===== src/rtl/foo_pkg.sv =====
// Shared definitions for the foo operand feeder and its downstream consumers.
//   DATA_W / LONG_W : operand widths of foo.a and foo.long_in
//   PKT_BEATS       : beats in one well-formed operand packet
//   state_t         : feeder FSM states
//   foo_operands_t  : the operand pair as presented to foo
package foo_pkg;

    localparam int DATA_W    = 64;
    localparam int LONG_W    = 129;
    localparam int PKT_BEATS = 4;

    typedef enum logic [2:0] {
        S_A,      // waiting for beat0 (a operand)
        S_L0,     // waiting for beat1 (long_in[63:0])
        S_L1,     // waiting for beat2 (long_in[127:64])
        S_L2,     // waiting for beat3 (long_in[128], must carry last)
        S_PEND,   // packet complete, commit blocked by hold
        S_DRAIN   // malformed packet, discarding beats up to last
    } state_t;

    typedef struct packed {
        logic [DATA_W-1:0] a;
        logic [LONG_W-1:0] long_in;
    } foo_operands_t;

endpackage


===== src/rtl/foo_sat_cnt.sv =====
// Saturating up-counter.
//   clk, rst : clock and synchronous active-high reset
//   inc      : count one event this cycle
//   cnt      : current count, sticks at all-ones
module foo_sat_cnt #(
    parameter int W = 16
) (
    input  logic         clk,
    input  logic         rst,
    input  logic         inc,
    output logic [W-1:0] cnt
);

    // NOTE: sequential state is updated with <= only, so every always_ff
    // reads the pre-edge value of every register regardless of block order.
    always_ff @(posedge clk) begin
        if (rst) begin
            cnt <= '0;
        end else if (inc && (cnt != '1)) begin
            cnt <= cnt + W'(1);
        end
    end

endmodule


===== src/rtl/foo_in_pack.sv =====
// Assembles a 4-beat valid/ready stream into foo's a / long_in operands and
// updates both in a single edge so foo never evaluates a half-new pair.
//   clk, rst          : clock, synchronous active-high reset
//   in_valid/in_ready : beat handshake (in_ready low only while a commit is stalled)
//   in_data, in_last  : beat payload and end-of-packet marker
//   hold              : downstream stall, blocks the commit while high
//   a, long_in        : committed operands
//   upd               : one-cycle pulse when new operands first appear
//   err               : one-cycle pulse on a malformed packet
//   pkt_cnt, err_cnt  : wrapping commit count, saturating error count
module foo_in_pack #(
    parameter int DATA_W = foo_pkg::DATA_W,
    parameter int LONG_W = foo_pkg::LONG_W,
    parameter int ERR_W  = 16,
    parameter int CNT_W  = 32
) (
    input  logic              clk,
    input  logic              rst,
    input  logic              in_valid,
    output logic              in_ready,
    input  logic [DATA_W-1:0] in_data,
    input  logic              in_last,
    input  logic              hold,
    output logic [DATA_W-1:0] a,
    output logic [LONG_W-1:0] long_in,
    output logic              upd,
    output logic              err,
    output logic [CNT_W-1:0]  pkt_cnt,
    output logic [ERR_W-1:0]  err_cnt
);

    import foo_pkg::*;

    state_t              state, state_nxt;
    logic [DATA_W-1:0]   stage_a;
    logic [LONG_W-1:0]   stage_l;
    logic [LONG_W-1:0]   commit_long;
    logic                xfer;
    logic                commit;
    logic                proto_err;

    assign in_ready = (state != S_PEND);
    assign xfer     = in_valid && in_ready;

    // A commit straight out of S_L2 takes the top bit from the beat on the
    // bus; out of S_PEND it was already captured into staging.
    assign commit_long = (state == S_L2) ? {in_data[0], stage_l[LONG_W-2:0]} : stage_l;

    // NOTE: every signal driven here gets a default first, so no path can
    // leave one unassigned and infer a latch.
    always_comb begin
        state_nxt = state;
        commit    = 1'b0;
        proto_err = 1'b0;
        case (state)
            S_A: if (xfer) begin
                if (in_last) proto_err = 1'b1;
                else         state_nxt = S_L0;
            end
            S_L0: if (xfer) begin
                if (in_last) begin proto_err = 1'b1; state_nxt = S_A; end
                else         state_nxt = S_L1;
            end
            S_L1: if (xfer) begin
                if (in_last) begin proto_err = 1'b1; state_nxt = S_A; end
                else         state_nxt = S_L2;
            end
            S_L2: if (xfer) begin
                if (!in_last) begin
                    proto_err = 1'b1;
                    state_nxt = S_DRAIN;
                end else if (hold) begin
                    state_nxt = S_PEND;
                end else begin
                    commit    = 1'b1;
                    state_nxt = S_A;
                end
            end
            S_PEND: if (!hold) begin
                commit    = 1'b1;
                state_nxt = S_A;
            end
            S_DRAIN: if (xfer && in_last) state_nxt = S_A;
            default: state_nxt = S_A;
        endcase
    end

    always_ff @(posedge clk) begin
        if (rst) begin
            state   <= S_A;
            a       <= '0;
            long_in <= '0;
            upd     <= 1'b0;
            err     <= 1'b0;
            pkt_cnt <= '0;
        end else begin
            state <= state_nxt;
            upd   <= commit;
            err   <= proto_err;
            if (commit) begin
                a       <= stage_a;
                long_in <= commit_long;
                pkt_cnt <= pkt_cnt + CNT_W'(1);
            end
        end
    end

    // NOTE: staging is pure datapath with no reset; every byte is overwritten
    // by a transfer before any commit can read it, so reset only needs to
    // return the FSM to S_A to discard a partial packet.
    always_ff @(posedge clk) begin
        if (!rst && xfer) begin
            case (state)
                S_A:     stage_a                     <= in_data;
                S_L0:    stage_l[DATA_W-1:0]         <= in_data;
                S_L1:    stage_l[2*DATA_W-1:DATA_W]  <= in_data;
                S_L2:    stage_l[LONG_W-1]           <= in_data[0];
                default: ;
            endcase
        end
    end

    foo_sat_cnt #(.W(ERR_W)) u_err_cnt (
        .clk (clk),
        .rst (rst),
        .inc (proto_err),
        .cnt (err_cnt)
    );

endmodule


===== config.mk =====
export PLATFORM = sky130hd
export DESIGN_NAME = foo_in_pack
export DESIGN_NICKNAME = d
export VERILOG_FILES = /design/src/rtl/foo_pkg.sv /design/src/rtl/foo_sat_cnt.sv /design/src/rtl/foo_in_pack.sv
export SDC_FILE = /design/constraint.sdc
export NUM_CORES = 1
export LEC_CHECK = 0
export CAP_MARGIN = 20
export CORE_UTILIZATION = 51
export DETAILED_ROUTE_END_ITERATION = 10
export MAX_ROUTING_LAYER = met4
export PLACE_DENSITY = 0.79
export REMOVE_ABC_BUFFERS = 1
export SYNTH_ARGS = -nofsm -noshare
export SYNTH_HDL_FRONTEND = slang
export SYNTH_SLANG_ARGS = --single-unit

===== constraint.sdc =====
create_clock -name clk -period 11.4 [get_ports clk]
set_clock_uncertainty 0.15 [all_clocks]
set_input_delay 2.28 -clock clk [delete_from_list [all_inputs] [get_ports clk]]
set_output_delay 2.28 -clock clk [all_outputs]
set_load 0.02 [all_outputs]

# Word level (Yosys, flattened, before mapping)
# Cells that the tools add are included.
[word_totals]
output_inout_bits = 244
regBits = 439
[classes]
n_addsub = 2
n_eq_ne = 14
mux = 22
reduce_logical = 12
[ops]
columns = ["op", "count"]
rows = [
  ["two-way mux 129 bit", 1],
  ["adder 32 x 1 -> 32 bit, second input constant", 1],
  ["two-way mux 3 bit", 9],
  ["case mux 3 bit (6 select lines)", 1],
  ["adder 16 x 1 -> 16 bit, second input constant", 1],
  ["inequality test 16 bit, second input constant", 1],
  ["inequality test 2 bit, second input constant", 7],
  ["AND reduction 2 bit", 4],
  ["two-way mux 1 bit", 7],
  ["AND reduction 7 bit", 1],
  ["== test 3 x 2 -> 1 bit, second input constant", 2],
  ["== test 3 bit, second input constant", 2],
  ["logical AND 1 bit", 4],
  ["two-way mux 2 bit", 2],
  ["case mux 1 bit (2 select lines)", 2],
  ["== test 3 x 1 -> 1 bit, second input constant", 1],
  ["logical NOT 3 bit", 1],
  ["inequality test 3 bit, second input constant", 1],
  ["OR reduction 3 bit", 1],
  ["logical NOT 1 bit", 1],
]

# Depth between registers and ports, before layout
[logic_depth]
depth_word = 5
depth_mapped = 10
mapped_depth_nobuf = 8

# Modules after synthesis
# A second synthesis with hierarchy kept.
[hier_totals]
hier_cells = 1420
area_unflattened_um2 = 15887.7
[modules_own_cells]
columns = ["mod", "n_inst", "seq_area_each_um2", "cells_per_inst", "area_each_um2"]
rows = [
  ["foo_in_pack", 1, 10400.0, 1321, 15039.4],
  ["foo_sat_cnt", 1, 320.3, 99, 848.3],
]

# Least setup slack after synthesis
# No wires, ideal clock.
[synth_path]
kind = "input to register"
startpoint = "in in_valid"
endpoint = "reg stage_l[100] (enable)"
setup_slack_ps = 1456
t_arrival_ps = 9127
path_stages = 3
setup_time_ps = 667
t_required_ps = 10583
path_cell_list = "buf_4 nand2b_1 nor4b_1"
[synth_via]
elab_chain_cells = 3
[synth_rtl]
columns = ["item", "line_no", "source"]
rows = [
  ["start, declared", "foo_in_pack.sv:19", "input logic in_valid,"],
  ["logical AND 1 bit", "foo_in_pack.sv:43", "assign xfer = in_valid && in_ready;"],
  ["logical AND 1 bit", "foo_in_pack.sv:112", "if (!rst && xfer) begin"],
  ["AND reduction 2 bit (no source line)", "n/a", ""],
  ["end signal, assigned by index", "foo_in_pack.sv:115", "S_L0: stage_l[DATA_W-1:0] <= in_data;"],
  ["end signal, assigned by index", "foo_in_pack.sv:116", "S_L1: stage_l[2*DATA_W-1:DATA_W] <= in_data;"],
  ["end signal, assigned by index", "foo_in_pack.sv:117", "S_L2: stage_l[LONG_W-1] <= in_data[0];"],
  ["end, declared", "foo_in_pack.sv:36", "logic [LONG_W-1:0] stage_l;"],
]
# No other way between the ends.
# A chain may end at the register's enable or synchronous reset.

# Worst setup path in the final report
[layout_path]
startpoint = "in in_last"
endpoint = "reg pkt_cnt[26]"
[layout_via]
elab_chain_cells = 3
[layout_rtl]
columns = ["item", "line_no", "source"]
rows = [
  ["start, declared", "foo_in_pack.sv:22", "input logic in_last,"],
  ["two-way mux 1 bit", "foo_in_pack.sv:69", "if (!in_last) begin"],
  ["two-way mux 1 bit", "foo_in_pack.sv:68", "S_L2: if (xfer) begin"],
  ["case mux 1 bit (2 select lines)", "foo_in_pack.sv:55", "case (state)"],
  ["end signal, assigned", "foo_in_pack.sv:103", "pkt_cnt <= pkt_cnt + CNT_W'(1);"],
  ["end, declared", "foo_in_pack.sv:28", "output logic [CNT_W-1:0] pkt_cnt,"],
]
# No other way between the ends.

==> reports/results.ini <==
[status]
outcome=complete, no violations

[setup_path]
crit_family=buffers and inverters
crit_fanout=106
worst_path_max_delay_cell=buf_4
cp_cell_sequence=clkdlybuf4s50_1 -> and2_1 -> a32oi_4 -> buf_4 -> buf_4 -> nor4_1 -> mux2_1
endpoint=pkt_cnt[26]$_SDFFE_PP0P_
cp.arrival_ns=5.43
r2r_end=u_err_cnt.cnt[15]$_SDFFE_PP0P_
endpoint_kind=register
cpMostUsedCell=buf_4
max_stage_delay_ns=0.86
worst-r2r-setup-slack_ns=7.76
reg2reg_from=state[0]$_SDFFE_PP0P_
critical_path_buf_inv_count=3
crit_start=in_last
critPathRequiredTime_ns=11.66
worst-path-stages=7
critPathLaunchType=input port
reg2reg_depth=8
crit_type=input port to register

[routing]
routed_wl_mm=40.2
vias=12300
via_per_inst=5.87
dr.pass1.iters=5
drc=0
drt_iter0_drc=968
antenna_left=0
wl_per_cell_um=19.2

[layout]
syn2layout_area_growth_pct=30.0
fill_cells=2256
regArea_mm2=0.0107
drive_gt1_share_pct=5.42
multiInputGateArea_mm2=0.00461
finalNetCount=1732
final_area_mm2=0.0205

[yosys]
synth.most_common_cell=dfxtp_1
syn_area_per_cell_um2=11.2
synth.top_cell.area_share_pct=36.7
netlist_top_cells_count=246 x dfxtp_1, 232 x a21oi_1, 211 x nand3_1
yosys_register_bits=439
netlist_instances=1417
synth_warnings=0
synth.distinct_cells=45
synth_top_cell_by_area=edfxtp_1
yosysSeqAreaShare_pct=67.8
synth-simple-area-share_pct=12.1
post_synth_fa_ha_maj_area_fraction_pct=0.238
synth_area_mm2=0.0158
synth_area_leaders=edfxtp_1 37%, dfxtp_1 31%, a21oi_1 7.3%
synth_top_family_by_area=compound AO/OA/AOI/OAI gates
synth_ff_type=dfxtp_1
synth_edf_count=193
synthMuxAreaShare_pct=0.847
synthXorXnorAreaFrac_pct=0
synthArstFlopShare_pct=0
synth_compound_area_share_pct=15.6

[global_route]
grt_remaining_overflow=0
grt_antenna_before_repair=3
track_usage_pct=25.3
grt_max_degree=110
grt_pass1_vias=11700
grt_pass1_wl_mm=61.8

[sta]
fin_crit_sh_pct=45.4
hold_viol_final=0
max_freq_ghz=0.193
worst_slack_ns=6.22
rsz0062_at_grt=false
worst_pin_slew_ns=1.03
layout_min_cycle_time_ns=5.18
finalSetupViolCount=0
relSlewSlack_pct=31.5
tns_ns=0
maxSlewViolCount=0

[place]
place_ws_ns=5.73
placed_area_mm2=0.0191
detailed_place_hpwl_mm=23.6
place_congestion=0.861
numPortBuffers=312

[floorplanning]
start_util_pct=51.8
io-pin-count=313
chipHeight_um=178
die-area_mm2=0.0317
die_w_um=178
coreArea_mm2=0.0305
rows=64

[power_and_ir_drop]
combPwrFrac_pct=7.1
pwr-share-seq_pct=51.2
clockPowerShare_pct=41.7
power_leakage_nw=6.50
power.internal_mw=2.58
sw_frac_of_total_pct=22.6
ir_worst_vdd_mv=0.130
p_switching_mw=0.752
pwr_density_cell_mw_per_mm2=162

[worst_hold_path]
hp-class=register to register

[cts]
cts_buffer_depth=3
clock_sinks=439
clk_pin_slew_worst_paths_ns=0.06
clock_latency_ns=0.54
cts_resized=0
cts_setup_buffers=0
cts_tree=yes
numCtsBuffers=44
htreeDepth=2
root_buffer=clkbuf_16
ctsHoldBuffers=0

[run]
max_cap_viol_count=0

-- sequential cells by signal, summed over array words and instances (netlist names), 3 cells and up --
name / flops
u_err_cnt.cnt: 16
pkt_cnt: 32
long_in: 129
a: 64
stage_a: 64
stage_l: 129
state: 3
-- how the worst min path moves through the flow --
stage,start,to,slack [ns],depth (start not counted)
finish,a[46]$_SDFFE_PP0P_,a[46]$_SDFFE_PP0P_,0.32,2
global route,long_in[24]$_SDFFE_PP0P_,long_in[24]$_SDFFE_PP0P_,0.34,2
CTS,long_in[117]$_SDFFE_PP0P_,long_in[117]$_SDFFE_PP0P_,0.32,2
detailed placement,long_in[117]$_SDFFE_PP0P_,long_in[117]$_SDFFE_PP0P_,0.32,2
global placement,a[34]$_SDFFE_PP0P_,a[34]$_SDFFE_PP0P_,0.31,2
floorplan,stage_a[0]$_DFFE_PP_,a[0]$_SDFFE_PP0P_,0.34,2
-- final cells by class --
type | count | area share, %
Multi-Input combinational cell | 840 | 22.4
Sequential cell | 439 | 52.2
Timing Repair Buffer | 329 | 16.0
Antenna cell | 3 | 0.0366
Inverter | 6 | 0.134
Clock inverter | 14 | 0.481
Clock buffer | 68 | 6.34
Tap cell | 396 | 2.41
-- worst register-to-register path: cells and delay by family (launching register included) --
family	cells	cell delay [ns]
AO/OA/AOI/OAI	1	0.14
adder cells (fa/ha/maj)	1	0.26
buffers and inverters	1	0.12
AND/OR/NAND/NOR	5	2.36
flip-flops	1	0.53
-- cell usage in the layout, fill, tap and decap left out, types with 5 or more instances in the layout --
| cell | count |
|---|---|
| mux2_1 | 10 |
| o21ai_0 | 201 |
| edfxtp_1 | 193 |
| and3_1 | 7 |
| clkbuf_1 | 14 |
| a21oi_1 | 232 |
| or3_1 | 5 |
| inv_1 | 5 |
| clkbuf_8 | 10 |
| clkinv_2 | 8 |
| nor2b_1 | 12 |
| buf_4 | 16 |
| nand4_1 | 13 |
| nor4_1 | 9 |
| dfxtp_1 | 246 |
| o31ai_1 | 29 |
| clkbuf_16 | 45 |
| nand3_1 | 211 |
| nand2_1 | 21 |
| nor2_1 | 20 |
| or4_1 | 29 |
| and4_1 | 7 |
| clkdlybuf4s50_1 | 310 |
-- layer usage --
metal | global-route usage, % | vias to the layer above | part of all wire (%)
li1 | - | 5772 | -
met1 | 31.4 | 5954 | 40
met2 | 40.8 | 490 | 49
met3 | 5.99 | 76 | 8.6
met4 | 7.83 | 0 | 2.7
met5 | - | - | 0
-- stage by stage --
step / instances / utilization [%] / hold slack, ns / power [mW]
floorplan: 1285 / - / 0.342 / 1.83
CTS: 2091 / 67.2 / 0.324 / 3.35
global placement: 2009 / 62.6 / 0.310 / 1.96
finish: 2095 / 67.3 / 0.322 / 3.33
global route: 2095 / 67.3 / 0.339 / 3.43
detailed placement: 2009 / 62.6 / 0.316 / 1.97
-- power groups by stage --
stage | Combinational (mW) | Sequential, mW | Clock, mW
after detailed placement | 0.233 | 1.74 | 0
after floorplan | 0.0725 | 1.76 | 0
final | 0.235 | 1.70 | 1.39
after global placement | 0.229 | 1.74 | 0
after global routing | 0.254 | 1.71 | 1.47
after CTS | 0.234 | 1.70 | 1.41
-- cell families (layout without fill, tap and decap cells) --
| family | after synthesis | count (layout) |
|---|---|---|
| fa+ha+maj | 3 | 3 |
| simple gates | 353 | 353 |
| buf+inv | 138 | 417 |
| mux | 12 | 12 |
| other cells | 0 | 3 |
| flops | 439 | 439 |
| compound gates | 472 | 472 |
(Power assumes the default switching activity.)
